$ cat src/rtl/wb_rr_arbiter.sv
// N-master to 1-slave Wishbone round-robin arbiter; grant is held for the whole CYC.
// Optional bus-timeout watchdog enabled by defining WB_ARB_TIMEOUT_EN.
module wb_rr_arbiter #(
    parameter int NUM_M       = 2,
    parameter int ADR_W       = 30,
    parameter int DAT_W       = 32,
    parameter int TIMEOUT_CYC = 255
) (
    input  logic                       clk,
    input  logic                       reset,
    input  logic [NUM_M-1:0]           m_CYC,
    input  logic [NUM_M-1:0]           m_STB,
    input  logic [NUM_M-1:0]           m_WE,
    input  logic [NUM_M*ADR_W-1:0]     m_ADR,
    input  logic [NUM_M*DAT_W-1:0]     m_DAT_MOSI,
    input  logic [NUM_M*DAT_W/8-1:0]   m_SEL,
    input  logic [NUM_M*3-1:0]         m_CTI,
    input  logic [NUM_M*2-1:0]         m_BTE,
    output logic [NUM_M-1:0]           m_ACK,
    output logic [NUM_M-1:0]           m_ERR,
    output logic [NUM_M*DAT_W-1:0]     m_DAT_MISO,
    output logic                       s_CYC,
    output logic                       s_STB,
    output logic                       s_WE,
    output logic [ADR_W-1:0]           s_ADR,
    output logic [DAT_W-1:0]           s_DAT_MOSI,
    output logic [DAT_W/8-1:0]         s_SEL,
    output logic [2:0]                 s_CTI,
    output logic [1:0]                 s_BTE,
    input  logic                       s_ACK,
    input  logic                       s_ERR,
    input  logic [DAT_W-1:0]           s_DAT_MISO
);
    localparam int SEL_W = DAT_W / 8;
    localparam int GW    = (NUM_M > 1) ? $clog2(NUM_M) : 1;

    typedef enum logic {ST_IDLE, ST_BUSY} state_t;

    state_t          state_q, state_d;
    logic [GW-1:0]   grant_q, grant_d;
    logic [GW-1:0]   last_q, last_d;
    logic [NUM_M-1:0] req;
    logic            busy, g_cyc, g_stb, timeout_hit;

    // First requester at or after (last+1) mod NUM_M.
    function automatic logic [GW-1:0] rr_pick(input logic [NUM_M-1:0] r, input logic [GW-1:0] last);
        logic [GW-1:0] pick;
        logic          found;
        int            idx;
        pick  = '0;
        found = 1'b0;
        for (int k = 1; k <= NUM_M; k++) begin
            idx = (int'(last) + k) % NUM_M;
            if (!found && r[idx]) begin
                found = 1'b1;
                pick  = GW'(idx);
            end
        end
        return pick;
    endfunction

    assign req   = m_CYC & m_STB;
    assign busy  = (state_q == ST_BUSY);
    assign g_cyc = m_CYC[grant_q];
    assign g_stb = m_STB[grant_q];

`ifdef WB_ARB_TIMEOUT_EN
    localparam int TW = $clog2(TIMEOUT_CYC + 1);
    logic [TW-1:0] timer_q, timer_d;

    assign timeout_hit = busy && g_cyc && g_stb && !s_ACK && !s_ERR
                         && (timer_q == TW'(TIMEOUT_CYC - 1));

    always_comb begin
        timer_d = '0;
        if (busy && g_cyc && g_stb && !s_ACK && !s_ERR && !timeout_hit)
            timer_d = timer_q + 1'b1;
    end

    always_ff @(posedge clk) begin
        if (reset) timer_q <= '0;
        else       timer_q <= timer_d;
    end
`else
    assign timeout_hit = 1'b0;
`endif

    always_comb begin
        state_d = state_q;
        grant_d = grant_q;
        last_d  = last_q;
        case (state_q)
            ST_IDLE: begin
                if (|req) begin
                    grant_d = rr_pick(req, last_q);
                    state_d = ST_BUSY;
                end
            end
            default: begin
                if (!g_cyc || timeout_hit) begin
                    last_d  = grant_q;
                    state_d = ST_IDLE;
                end
            end
        endcase
    end

    always_ff @(posedge clk) begin
        if (reset) begin
            state_q <= ST_IDLE;
            grant_q <= '0;
            last_q  <= GW'(NUM_M - 1);
        end else begin
            state_q <= state_d;
            grant_q <= grant_d;
            last_q  <= last_d;
        end
    end

    always_comb begin
        s_CYC      = 1'b0;
        s_STB      = 1'b0;
        s_WE       = 1'b0;
        s_ADR      = '0;
        s_DAT_MOSI = '0;
        s_SEL      = '0;
        s_CTI      = '0;
        s_BTE      = '0;
        m_ACK      = '0;
        m_ERR      = '0;
        m_DAT_MISO = '0;
        if (busy && g_cyc && !timeout_hit) begin
            s_CYC      = 1'b1;
            s_STB      = g_stb;
            s_WE       = m_WE[grant_q];
            s_ADR      = m_ADR[grant_q*ADR_W +: ADR_W];
            s_DAT_MOSI = m_DAT_MOSI[grant_q*DAT_W +: DAT_W];
            s_SEL      = m_SEL[grant_q*SEL_W +: SEL_W];
            s_CTI      = m_CTI[grant_q*3 +: 3];
            s_BTE      = m_BTE[grant_q*2 +: 2];
        end
        if (busy) begin
            m_DAT_MISO[grant_q*DAT_W +: DAT_W] = s_DAT_MISO;
            // Responses count only against the master's own strobe, so a final
            // ACK arriving as CYC drops still reaches it.
            if (g_stb) begin
                m_ACK[grant_q] = s_ACK;
                m_ERR[grant_q] = s_ERR;
            end
            if (timeout_hit) m_ERR[grant_q] = 1'b1;
        end
    end
endmodule

$ cat config.mk
export PLATFORM = sky130hd
export DESIGN_NAME = wb_rr_arbiter
export DESIGN_NICKNAME = d
export VERILOG_FILES = /design/src/rtl/wb_rr_arbiter.sv
export SDC_FILE = /design/constraint.sdc
export NUM_CORES = 1
export LEC_CHECK = 0
export ABC_CLOCK_PERIOD_IN_PS = 3200
export CAP_MARGIN = 0
export CORE_AREA = 2 2 126 128
export CTS_BUF_LIST = sky130_fd_sc_hd__clkbuf_16
export DETAILED_ROUTE_END_ITERATION = 8
export DIE_AREA = 0 0 128 130
export PLACE_DENSITY = 0.53
export SYNTH_ARGS = -nofsm -noshare
export SYNTH_HDL_FRONTEND = slang
export SYNTH_SLANG_ARGS = --single-unit
$ cat constraint.sdc
create_clock -name clk -period 3.2 [get_ports clk]
set_clock_uncertainty 0.2 [all_clocks]
set_input_delay 0.64 -clock clk [delete_from_list [all_inputs] [get_ports clk]]
set_output_delay 0.64 -clock clk [all_outputs]
set_load 0.1 [all_outputs]
==> results of run 1 <==
==> final cells by class <==
class	count	area (um2)	share of cell area [%]
well taps	192	240	3.39
inverters	2	8.76	0.124
repair buffers	334	4790	67.6
clock inverters	1	3.75	0.0529
clock buffers	3	75.1	1.06
flip-flops and latches	3	63.8	0.900
multi-input cells	233	1910	26.9
==> through the flow <==
step	setup slack, ns	power [W]	cells
after floorplan	-0.657	0.000864	273
after global placement	0.209	0.00148	764
after detailed placement	0.146	0.00149	764
after CTS	0.119	0.00170	768
after global routing	0.0431	0.00174	768
final	0.0926	0.00168	768
==> flip-flops by register name, indices dropped and copies added (netlist names) <==
signal / cells
last_q: 1
busy: 1
grant_q: 1
==> synthesized netlist by cell type, drive strengths merged, types with 2 or more instances <==
cell    number
and2        32
and3        33
buf         24
clkbuf      11
dfxtp        3
inv          2
mux2i       73
nand2        4
nand2b       3
nor2         5
nor2b        2
nor3        72
==> how the worst max path moves through the flow <==
| stage | from | end | slack, ns |
|---|---|---|---|
| after floorplan | m_CYC[1] | s_BTE[0] | -0.66 |
| after global placement | m_CYC[0] | s_CYC | 0.21 |
| after detailed placement | m_CYC[0] | s_CTI[0] | 0.15 |
| after CTS | m_CYC[1] | s_CTI[0] | 0.12 |
| after global routing | m_CYC[0] | s_CTI[0] | 0.04 |
| final | m_CYC[1] | s_CTI[0] | 0.09 |
==> placed cells by master (no fill, tap or decap), types with 2 or more instances in the layout <==
master	Yosys	routed
nor3_1	24	20
clkdlybuf4s50_1	0	183
mux2i_1	73	72
nor2_1	5	5
and3_1	33	33
buf_12	0	146
nor2b_1	2	2
buf_4	7	5
clkbuf_16	0	3
nand2_1	4	4
dfxtp_1	3	2
nor3_2	48	52
and2_1	32	32
inv_1	2	2
nand2b_1	3	3
==> per-layer routing <==
metal	track usage [%]	share of wire [%]
met1	14.6	35
met2	27.0	53
met3	4.51	9.9
met4	3.30	1.8
met5	0	0
==> critical path, delay by kind of cell <==
family        cells  cell delay [ns]
buf+inv           3             1.03
simple gates      1             0.41
mux               1             0.14
==> cell families after synthesis <==
kind of cell,after synthesis
and+or+nand+nor,154
AOI/OAI and AO/OA,6
muxes,73
DFF,3
buffers and inverters,37
==> report_power, final <==
group / internal [W] / total (W) / leakage [nW] / switching (W)
Combinational: 0.000587 / 0.00143 / 2.57 / 0.000842
Clock: 0.000161 / 0.000198 / 0.0423 / 0.0000367
Sequential: 0.0000407 / 0.0000502 / 0.0254 / 0.00000948
==> impl_metrics.json, run 1 <==
{
  "yosysTopAreaCellShare_pct": 33.9,
  "cp.required_ns": 2.36,
  "max_stage_delay_ns": 0.59,
  "overflow": 0,
  "drtAntennaViolNets": 0,
  "fin_crit_ns": 3.11,
  "yosysTopAreaCell": "mux2i_1",
  "crit_path_cell_trace": "clkdlybuf4s50_1 > mux2i_4 > buf_12 > nor3_1 > buf_12",
  "maxSlewHeadroom_pct": 68.0,
  "holdCritPathClass": "register to register",
  "worst_pin_slew_ns": 0.480,
  "rows": 46,
  "cp-start-kind": "input port",
  "routed_wl_um": 12700,
  "syn_to_final_growth_pct": 229,
  "track_usage_pct": 13.9,
  "synth_mux_area_share_pct": 33.9,
  "layout-drive-gt1-share_pct": 36.6,
  "avgSynthCellArea_um2": 7.90,
  "synth-simple-area-share_pct": 50.8,
  "synth_compound_area_share_pct": 1.97,
  "ctsHoldBuffers": 0,
  "via_count": 3306,
  "worstReg2RegStart": "busy",
  "r2r_cells": 3,
  "fin_nets": 761,
  "drt_iter0_drc": 104,
  "gp_congestion": 0.773,
  "async_flop_share_pct": 0,
  "cts_root_buffer": "clkbuf_16",
  "cts_buffers": 3,
  "status": "completed",
  "crit_top_cell": "buf_12",
  "start_util_pct": 14.0,
  "wl_per_cell_um": 16.5,
  "grt_pass1_vias": 3286,
  "reg2reg_slack_ns": 1.71,
  "netlist_top_cells_area": "mux2i_1 (34%), nor3_2 (22%), and3_1 (9.6%), and2_1 (9.3%), nor3_1 (5.6%)",
  "die_w_um": 128,
  "cts_setup_buffers": 0,
  "clkTransAtPathRegs_ns": 0.03,
  "core_area_mm2": 0.0154,
  "ys.warnings.count": 0,
  "clock.fmax_mhz": 322,
  "dp_hpwl_um": 10700,
  "min_from": "last_q",
  "fin_tns_setup_ns": 0,
  "min_path_cells": 2,
  "synth_flop_cell": "dfxtp_1",
  "hold_viol_final": 0,
  "synth_top_family_by_area": "simple AND/OR/NAND/NOR gates",
  "insertion_delay_ns": 0.23,
  "slew_viol_final": 0,
  "min_to": "last_q",
  "die_h_um": 130,
  "n_antenna_cell": 0,
  "rsz0062_at_grt": "false",
  "synthAdderAreaFrac_pct": 0,
  "numPortBuffers": 325,
  "htreeDepth": 1,
  "finalSetupViolations": 0,
  "holdWs_ns": 0.311,
  "antenna_found_initial": 0,
  "maxCapViolations": 0,
  "cp-end-kind": "primary output",
  "grt_pass1_wl_um": 18400,
  "syn-num-nets": 457,
  "grt_max_degree": 62,
  "viasPerCell": 4.30,
  "fin_util_pct": 46.0,
  "powerDensity_mw_per_mm2": 237,
  "cts_tree": "done",
  "drc_errors": 0,
  "slowest_stage": "clkdlybuf4s50_1",
  "timing.final.crit_share_pct": 97.1,
  "io_pins": 326,
  "peakVddDrop_v": 0.000134,
  "timing.rr.end": "grant_q",
  "fp.dieArea_mm2": 0.0166,
  "cts_sinks": 3,
  "cts_resized": 0,
  "syn_area_mm2": 0.00216,
  "clock_path_buffers": 2,
  "arrival_ns": 2.27,
  "drt_pre_antenna_iters": 4,
  "cp_max_fo": 45,
  "placed_area_mm2": 0.00701,
  "crit_type": "input port to primary output",
  "yosys.area_share.xor_xnor_pct": 0,
  "synthDistinctLibCells": 25,
  "yosysSeqAreaShare_pct": 2.78,
  "ys_seq_elements": 3,
  "nFillCells": 1467,
  "final_area_mm2": 0.00709,
  "syn_inst": 273,
  "leakage_nw": 2.63,
  "synth_edf_count": 0
}
(Power assumes the default switching activity.)
==> run 2, diff against run 1 <==
- SLEW_MARGIN: default -> 10
==> results of run 2 <==
Final layout, timing and power as in run 1 (identical DEF).
==> run 3, diff against run 2 <==
- ABC_CLOCK_PERIOD_IN_PS: 3200 -> 3300
- CORE_AREA: 2 2 126 128 -> 2 2 127 129
- DIE_AREA: 0 0 128 130 -> 0 0 129 131
- PLACE_DENSITY: 0.53 -> 0.52
- SKIP_LAST_GASP: default -> 1
- clock period: 3.2 -> 3.3 ns (I/O delays scaled with it)
==> impl_metrics.json, run 3 (synthesized netlist as in run 1, its figures left out) <==
{
  "start_util_pct": 13.8,
  "final_cell_count_no_fill": 791,
  "post-place-ws_ns": 0.151,
  "slew_viol_final": 0,
  "layout_common_cells": "clkdlybuf4s50_1 (183), buf_12 (144), mux2i_1 (72)",
  "track_usage_pct": 13.5,
  "crit_family": "buffers and inverters",
  "core_area_mm2": 0.0156,
  "maxCapViolations": 0,
  "status": "completed",
  "worst_pin_slew_ns": 0.570,
  "worst_slack_ns": 0.168,
  "peakVddDrop_v": 0.000122,
  "grt_pass1_vias": 3241,
  "die_w_um": 129,
  "timing.final.crit_share_pct": 94.9,
  "cp_max_fo": 29,
  "layout-drive-gt1-share_pct": 36.5,
  "rsz0062_at_grt": "false",
  "min_from": "last_q",
  "wl_met2_um": 6650,
  "cts_root_buffer": "clkbuf_16",
  "fin_tns_setup_ns": 0,
  "drtAntennaViolNets": 0,
  "min_path_cells": 2,
  "via_count": 3239,
  "htreeDepth": 1,
  "worstReg2RegStart": "busy",
  "cts_setup_buffers": 0,
  "cts_tree": "done",
  "fin_nets": 760,
  "routed_wl_um": 12500,
  "drc_errors": 0,
  "ff_latch_area_um2": 63.8,
  "viasPerCell": 4.09,
  "drt_pre_antenna_iters": 4,
  "fin_util_pct": 45.4,
  "leakage_nw": 2.62,
  "crit_type": "input port to primary output",
  "nFillCells": 1447,
  "cp-start-kind": "input port",
  "grt_pass1_wl_um": 18200,
  "placed_area_mm2": 0.00701,
  "cts_sinks": 3,
  "maxSlewHeadroom_pct": 62.0,
  "ctsHoldBuffers": 0,
  "r2r_cells": 3,
  "crit_path_cell_trace": "clkdlybuf4s50_1 > mux2i_4 > buf_4 > nor3_1 > buf_12",
  "wl_met3_um": 1200,
  "topRoutingLayerUsed": "met4",
  "grt_max_degree": 60,
  "dp_hpwl_um": 10500,
  "clock_path_buffers": 2,
  "syn_to_final_growth_pct": 229,
  "max_stage_delay_ns": 0.60,
  "fin_crit_ns": 3.13,
  "cts_resized": 0,
  "arrival_ns": 2.27,
  "cp.required_ns": 2.44,
  "insertion_delay_ns": 0.23,
  "placed_cells": 787,
  "overflow": 0,
  "rows": 46,
  "final_common_cell": "clkdlybuf4s50_1",
  "numPortBuffers": 325,
  "cp.buffers_inverters": 3,
  "powerDensity_mw_per_mm2": 228,
  "fp.dieArea_mm2": 0.0169,
  "die_h_um": 131,
  "hold_viol_final": 0,
  "wl_per_cell_um": 15.8,
  "drt_iter0_drc": 82,
  "startpoint": "m_CYC[0]",
  "n_antenna_cell": 0,
  "finalSetupViolations": 0,
  "cp-end-kind": "primary output",
  "io_pins": 326,
  "cp.depth": 5,
  "multiInputGateArea_mm2": 0.00191,
  "holdCritPathClass": "register to register",
  "clock.fmax_mhz": 319,
  "final_area_mm2": 0.00709,
  "wl_met1_um": 4540,
  "antenna_found_initial": 0,
  "gp_congestion": 0.784,
  "slowest_stage": "clkdlybuf4s50_1",
  "clkTransAtPathRegs_ns": 0.03,
  "cts_buffers": 3
}
==> run 3: cell types whose count changed in the layout (fill, tap and decap cells not counted) <==
cell,before,now
buf_4,5,6
buf_12,146,144
==> run 3: worst paths after layout <==
check | end | slack (ns)
worst min-delay path | last_q | 0.31
worst max register to register | grant_q | 1.67
worst max-delay path | s_DAT_MOSI[5] | 0.17
worst min register to register | last_q | 0.31
==> run 3: report_power, final <==
part	switching [W]	internal, W	total, W
sequential	0.0000156	0.0000395	0.0000551
clock	0.0000350	0.000156	0.000191
combinational	0.000807	0.000563	0.00137
==> run 3: tightest hold or removal path: stages (launching register included) <==
cell and delay, ns:
dfxtp_1 0.31, inv_1 0.05, o211ai_1 0.08
==> run 3: per-stage QoR <==
step / power [W] / hold WS [ns]
floorplan: 0.000838 / 0.263
global placement: 0.00143 / 0.289
detailed placement: 0.00144 / 0.308
CTS: 0.00163 / 0.314
global route: 0.00168 / 0.366
finish: 0.00162 / 0.310
==> run 3: cell type report <==
cell class                      instances  share of cell area, %
Inverter                                2                  0.124
Timing Repair Buffer                  333                   67.2
Sequential cell                         3                  0.900
Clock buffer                            3                   1.06
Multi-Input combinational cell        233                   26.9
Tap cell                              216                   3.81
Clock inverter                          1                 0.0530
==> run 3: layer usage <==
layer / track usage [%] / vias up
met1: 15.4 / 1466
met3: 3.91 / 7
met2: 25.3 / 187
li1: - / 1579
met4: 2.17 / 0
met5: 0 / -
